<file path="src/rtl/addition_stage2_align.sv">
// FP adder stage 2: right-aligns the smaller operand's mantissa by |exp_diff|, SHIFT_STEP bits per cycle.
// Define ALIGN_STICKY_EN to keep the sticky bit; otherwise aligned_mantissa_out[0] is tied to 0.
module addition_stage2_align #(
    parameter int MENT_WIDTH = 23,
    parameter int EXPO_WIDTH = 8,
    parameter int SHIFT_STEP = 4
) (
    input  logic                  clk_in,
    input  logic                  rst_in,
    input  logic                  valid_in,
    output logic                  ready_out,
    input  logic [EXPO_WIDTH:0]   exp_diff_in,
    input  logic [MENT_WIDTH-1:0] smaller_operand_in,
    input  logic                  smaller_normal_in,
    output logic                  valid_out,
    input  logic                  ready_in,
    output logic [MENT_WIDTH+3:0] aligned_mantissa_out
);
    localparam int W  = MENT_WIDTH + 3;
    localparam int CW = $clog2(W + 1);
    localparam logic [EXPO_WIDTH:0] W_MAG  = (EXPO_WIDTH + 1)'(W);
    localparam logic [CW-1:0]       W_CNT  = CW'(W);
    localparam logic [CW-1:0]       STEP_C = CW'(SHIFT_STEP);

    typedef enum logic [1:0] {IDLE, SHIFT, DONE} state_t;

    state_t          state_q;
    logic [W-1:0]    shreg_q;
    logic [CW-1:0]   remaining_q;
    logic            valid_q;
    logic [W:0]      result_q;

    logic [EXPO_WIDTH:0] mag;
    logic [CW-1:0]       cnt;
    logic [CW-1:0]       s;
    logic                sticky_bit;

    // Unsigned magnitude: the most negative difference (9'h100) reads as 256.
    assign mag = exp_diff_in[EXPO_WIDTH] ? -exp_diff_in : exp_diff_in;
    assign cnt = (mag >= W_MAG) ? W_CNT : CW'(mag);
    assign s   = (remaining_q < STEP_C) ? remaining_q : STEP_C;

`ifdef ALIGN_STICKY_EN
    logic [W-1:0] lost_bits;
    logic         sticky_q;

    genvar gi;
    generate
        for (gi = 0; gi < W; gi++) begin : g_lost
            assign lost_bits[gi] = shreg_q[gi] & (CW'(gi) < s);
        end
    endgenerate

    always_ff @(posedge clk_in) begin
        if (rst_in) begin
            sticky_q <= 1'b0;
        end else if (state_q == IDLE && valid_in) begin
            sticky_q <= 1'b0;
        end else if (state_q == SHIFT) begin
            sticky_q <= sticky_q | (|lost_bits);
        end
    end

    assign sticky_bit = sticky_q;
`else
    assign sticky_bit = 1'b0;
`endif

    always_ff @(posedge clk_in) begin
        if (rst_in) begin
            state_q     <= IDLE;
            shreg_q     <= '0;
            remaining_q <= '0;
            valid_q     <= 1'b0;
            result_q    <= '0;
        end else begin
            case (state_q)
                IDLE: begin
                    if (valid_in) begin
                        shreg_q     <= {smaller_normal_in, smaller_operand_in, 2'b00};
                        remaining_q <= cnt;
                        state_q     <= (cnt == '0) ? DONE : SHIFT;
                    end
                end
                SHIFT: begin
                    shreg_q     <= shreg_q >> s;
                    remaining_q <= remaining_q - s;
                    if (remaining_q == s) begin
                        state_q <= DONE;
                    end
                end
                DONE: begin
                    // First DONE cycle publishes the result; later cycles wait for the handshake.
                    if (!valid_q) begin
                        valid_q  <= 1'b1;
                        result_q <= {shreg_q, sticky_bit};
                    end else if (ready_in) begin
                        valid_q <= 1'b0;
                        state_q <= IDLE;
                    end
                end
                default: state_q <= IDLE;
            endcase
        end
    end

    assign ready_out            = (state_q == IDLE) && !rst_in;
    assign valid_out            = valid_q;
    assign aligned_mantissa_out = result_q;
endmodule
</file>
<file path="config.mk">
export PLATFORM = sky130hd
export DESIGN_NAME = addition_stage2_align
export DESIGN_NICKNAME = d
export VERILOG_FILES = /design/src/rtl/addition_stage2_align.sv
export SDC_FILE = /design/constraint.sdc
export NUM_CORES = 1
export LEC_CHECK = 0
export ABC_AREA = 1
export BUFFER_PORTS_ARGS = -buffer_cell sky130_fd_sc_hd__buf_2
export CAP_MARGIN = 10
export CORE_MARGIN = 2
export CORE_UTILIZATION = 45
export CTS_BUF_LIST = sky130_fd_sc_hd__clkbuf_16
export DETAILED_ROUTE_END_ITERATION = 10
export GPL_TIMING_DRIVEN = 0
export MAX_ROUTING_LAYER = met4
export PLACE_DENSITY = 0.67
export SLEW_MARGIN = 20
export SYNTH_ARGS = -nofsm -noshare
export SYNTH_HDL_FRONTEND = slang
export SYNTH_SLANG_ARGS = --single-unit
</file>
<file path="constraint.sdc">
create_clock -name clk_in -period 3.27 [get_ports clk_in]
set_input_delay 0.327 -clock clk_in [delete_from_list [all_inputs] [get_ports clk_in]]
set_output_delay 0.327 -clock clk_in [all_outputs]
set_load 0.02 [all_outputs]
</file>
# == After elaboration in Yosys (flattened, before gate mapping) ==
# Index checks and enable logic that the tools add are counted.
# classes
n_addsub,2
eq_ne,7
n_lt_le_gt_ge,2
bitwise,1
n_mux,15
shift,1
reduce_logical,8
# op_table
op,n
one-hot mux 26 bit (2 select lines),1
two-way mux 26 bit,1
>> shifter 26 x 5 -> 26 bit,1
two-way mux 5 bit,3
two-way mux 2 bit,5
one-hot mux 5 bit (2 select lines),1
>= comparator 9 x 5 -> 1 bit (second input constant),1
two-way mux 9 bit,1
negation 9 bit,1
inequality test 2 bit (second input constant),4
one-hot mux 2 bit (3 select lines),1
== test 5 bit,1
zero test 5 bit,1
< comparator 5 x 3 -> 1 bit (second input constant),1
subtractor 5 bit,1
AND reduction 2 bit,2
AND reduction 4 bit,1
== test 2 x 1 -> 1 bit (second input constant),1
== test 2 bit (second input constant),1
zero test 2 bit,1
two-way mux 1 bit,2
nonzero test 2 bit,1
logical AND 1 bit,1
zero test 1 bit,1
NOT 1 bit,1
# totals
out_inout_bits,29
regBits,60
input_bits,37

# == Longest topological paths before layout ==
# logic_depth
depth_word,8
mapped_depth,13
depth_no_buf,12

# == Worst setup path before layout ==
# Ideal clock, no wire load.
# synth_timing
path_type,input-to-reg
startpoint,input exp_diff_in[0]
endpoint,register remaining_q[3]
path_stages,12
required_ns,3.148
arrival_ns,1.456
setup_time_ns,0.122
setup_slack_ns,1.693
path_buffers,0
path_cell_list,inv_1 -> ha_1 -> nand2_1 -> o21ai_0 -> nor2_1 -> nand2_1 -> nand2_1 -> nor2_1 -> nor2_1 -> nand2_1 -> o21ai_0 -> a21oi_1
# synth_via
elab_chain_cells,6
# synth_lines
item,line,source
from (decl),12,"input logic [EXPO_WIDTH:0] exp_diff_in,"
negation 9 bit,39,assign mag = exp_diff_in[EXPO_WIDTH] ? -exp_diff_in : exp_diff_in;
two-way mux 9 bit *,39,
>= comparator 9 x 5 -> 1 bit,40,assign cnt = (mag >= W_MAG) ? W_CNT : CW'(mag);
two-way mux 5 bit *,40,
two-way mux 5 bit *,79,if (valid_in) begin
one-hot mux 5 bit (2 select lines) *,77,case (state_q)
to (signal assigned),81,remaining_q <= cnt;
to (signal assigned),87,remaining_q <= remaining_q - s;
to (decl),29,logic [CW-1:0] remaining_q;
# Every way passes the cells marked *; elsewhere a longest branch is shown, timed or not. The select of a mux whose other input is x is not followed.
# A chain may end at the register's enable or synchronous reset.

# == Worst setup path after layout ==
# layout_timing
startpoint,register remaining_q[4]
endpoint,register remaining_q[2]
# layout_via
elab_chain_cells,4
# layout_lines
item,line,source
< comparator 5 x 3 -> 1 bit,41,assign s = (remaining_q < STEP_C) ? remaining_q : STEP_C;
two-way mux 5 bit,41,
subtractor 5 bit,87,
one-hot mux 5 bit (2 select lines),77,
# No other way between the ends.

==> flow_summary.toml <==
[run_status]
status = "finished clean"

[run]
drv_cap = 0

[routing]
vias_per_cell = 5.55
routed_wl_um = 10800
wl_met2_um = 5190
drc = 0
highest_layer = "met4"
vias = 3891
detail_route.wl_per_cell_um = 15.4
firstDrtPassIters = 6
ant_nets = 0
wl_met1_um = 4610
drtIter0Drc = 272
wl_met3_um = 699

[floorplan]
die_x_um = 91.4
coreArea_um2 = 7330
row_count = 31
dieArea_um2 = 8360
ios = 66
initial_core_util_pct = 46.9
fp.dieH_um = 91.4

[worst_setup_path]
crit_path_max_incr_delay_ps = 370
critical_path.top_delay_family = "simple AND/OR/NAND/NOR gates"
end_kind = "flip-flop"
path_cells = "nor2_2 -> nand2_2 -> buf_6 -> nand2_1 -> ha_1 -> inv_1 -> nand2_1 -> xor2_1 -> o21ai_0 -> inv_1 -> nand2_1 -> a21oi_1"
crit_type = "flip-flop to flip-flop"
timing.critical_path.buf_inv = 3
worstPathMaxFanout = 10
worst_path_most_repeated_cell = "nand2_1"
cp_slowest_cell = "dfxtp_1"
crit_required_ps = 3460
worst_ep_arrival_time_ps = 1930
start_kind = "flip-flop"

[synthesis]
synth-seq-cells = 60
yosysUniqueCellTypes = 34
syn_inst = 522
synth_top_family_by_area = "compound AO/OA/AOI/OAI gates"
postSynthNetCount = 562
synth_ff_type = "dfxtp_1"
yosys.area_share.simple_pct = 21.3
synth.cell_area_um2 = 3440
synth.avg_cell_area_um2 = 6.59
synth-xor-area-share_pct = 0.255
ys_async_sr_fraction_pct = 0
synth_edf_count = 0
synth_mux_area_share_pct = 0
synthAdderAreaFrac_pct = 1.09
synth-compound-area-share_pct = 31.6
ys_warn_count = 0
synth-seq-area-share_pct = 34.9

[global_route]
grt_use_total_pct = 26.7
grt_pass1_vias = 3631
grt-ovfl-total = 0
grt_pass1_wl_um = 17500
antenna_found_initial = 0
grt_max_degree = 13

[placement]
place_worst_setup_slack_ps = 1350
dp_hpwl_um = 7980
dp_cells = 685
io_buffers = 64
gp_congestion = 0.904
dpl-instance-area_um2 = 3880

[sta]
finalHoldViolCount = 0
holdWs_ps = 270
fin_tns_setup_ps = 0
maxSlewViolCount = 0
tightestPinTransition_ps = 561
min_period_over_period_pct = 53.0
slew_headroom_pct = 62.6
finalSetupViolCount = 0
rsz0062_at_grt = "no"
max_clock_freq_mhz = 577
fin_skew_ps = 6.36
setup_ws_ps = 1540
timing.final.crit_period_ps = 1730

[clock_tree]
cts_buffers = 9
cts_resized = 0
clk_pin_slew_worst_paths_ps = 60
cts_max_level = 3
clk_latency_ps = 320
holdBufCountCts = 0
post_cts_buffers = 0
cts_tree = "built"
root_buffer = "clkbuf_16"
clock_sinks = 60
clk_path_buf_depth = 2

[power_and_ir_drop]
vdd_drop_max_uv = 462
power_leakage_nw = 1.93
p_per_area_nw_per_um2 = 851

[finish]
design_area_um2 = 4210
diodes = 0
area_growth_syn_to_layout_pct = 22.3
nNetsFinal = 637
drive_gt1_share_pct = 18.8
layout_commonest_cell = "nand2_1"
layout.cells.non_filler = 701
final_cell_mix = "nand2_1, a21oi_1, buf_2"
fillerInstances = 725

[worst_hold_path]
hold_class = "input pin to flip-flop"
-- final timing paths --
check	cells after the start	start	slack (ps)	to
min	2	rst_in	270	shreg_q[25]
max	12	remaining_q[4]	1540	remaining_q[2]
min reg2reg	2	shreg_q[2]	470	shreg_q[2]
max reg2reg	12	remaining_q[4]	1540	remaining_q[2]
-- registers in the layout, summed over array words and instances, names as in the netlist --
signal                cells
aligned_mantissa_out     26
remaining_q               5
shreg_q                  26
state_q                   2
valid_out                 1
-- report_power, final --
group          internal (W)  switching [W]  total [W]
Clock              0.000672       0.000353    0.00102
Combinational      0.000470        0.00102    0.00149
Sequential         0.000916       0.000146    0.00106
Total               0.00206        0.00152    0.00358
-- stage by stage --
| step | total power [W] | util (%) |
|---|---|---|
| global placement | 0.00250 | 53.0 |
| finish | 0.00358 | 57.4 |
| floorplan | 0.00209 | - |
| global route | 0.00380 | 57.4 |
| CTS | 0.00356 | 57.4 |
| detailed placement | 0.00252 | 53.0 |
-- routing by layer --
layer | up-vias | track usage, %
met3 | 27 | 4.56
met1 | 1787 | 33.0
met4 | 0 | 10.6
met2 | 160 | 43.4
met5 | - | -
li1 | 1917 | -
-- worst reg2reg max path, delay by kind of cell (launching register included) --
kind	cells	cell delay, ps
AO/OA/AOI/OAI	2	220
XOR/XNOR	1	140
adder cells (fa/ha/maj)	1	210
buffers and inverters	3	280
flip-flops	1	370
AND/OR/NAND/NOR	5	390
-- layout make-up --
type	instances	area [µm²]	area share (%)
clock inverter	7	98.8	2.35
sequential	60	1200	28.5
clock buffer	9	225	5.35
multi-input combinational	381	1870	44.5
buffer	32	179	4.25
inverter	49	186	4.43
tap	99	124	2.94
timing repair buffer	64	320	7.61
-- synth_stat cells (2+ instances only) --
| master | instances | share of area (%) |
|---|---|---|
| o211ai_1 | 13 | 2.8 |
| nor2_1 | 36 | 3.9 |
| dfxtp_1 | 60 | 35 |
| nand3b_1 | 3 | 0.65 |
| o21ai_1 | 18 | 2.6 |
| nand4_1 | 5 | 0.91 |
| a21oi_1 | 89 | 13 |
| inv_2 | 5 | 0.55 |
| clkbuf_1 | 14 | 1.5 |
| nor2_2 | 3 | 0.55 |
| nand3_1 | 7 | 1.0 |
| conb_1 | 2 | 0.22 |
| a221oi_2 | 2 | 0.87 |
| inv_1 | 43 | 4.7 |
| ha_1 | 3 | 1.1 |
| o21ai_0 | 63 | 9.2 |
| nand2_1 | 116 | 13 |
| buf_6 | 5 | 1.6 |
| nor3_1 | 3 | 0.44 |
| o2111ai_1 | 8 | 2.0 |
| buf_4 | 2 | 0.44 |
| buf_2 | 10 | 1.5 |
-- logic make-up (layout without fill, tap and decap cells) --
logic type	after synthesis	in the layout
compound gates	198	198
buf+inv	81	161
flops	60	60
fa+ha+maj	3	3
other cells	2	2
xor+xnor	1	1
simple gates	177	177
Note: power is estimated with default switching activity, not from simulation.
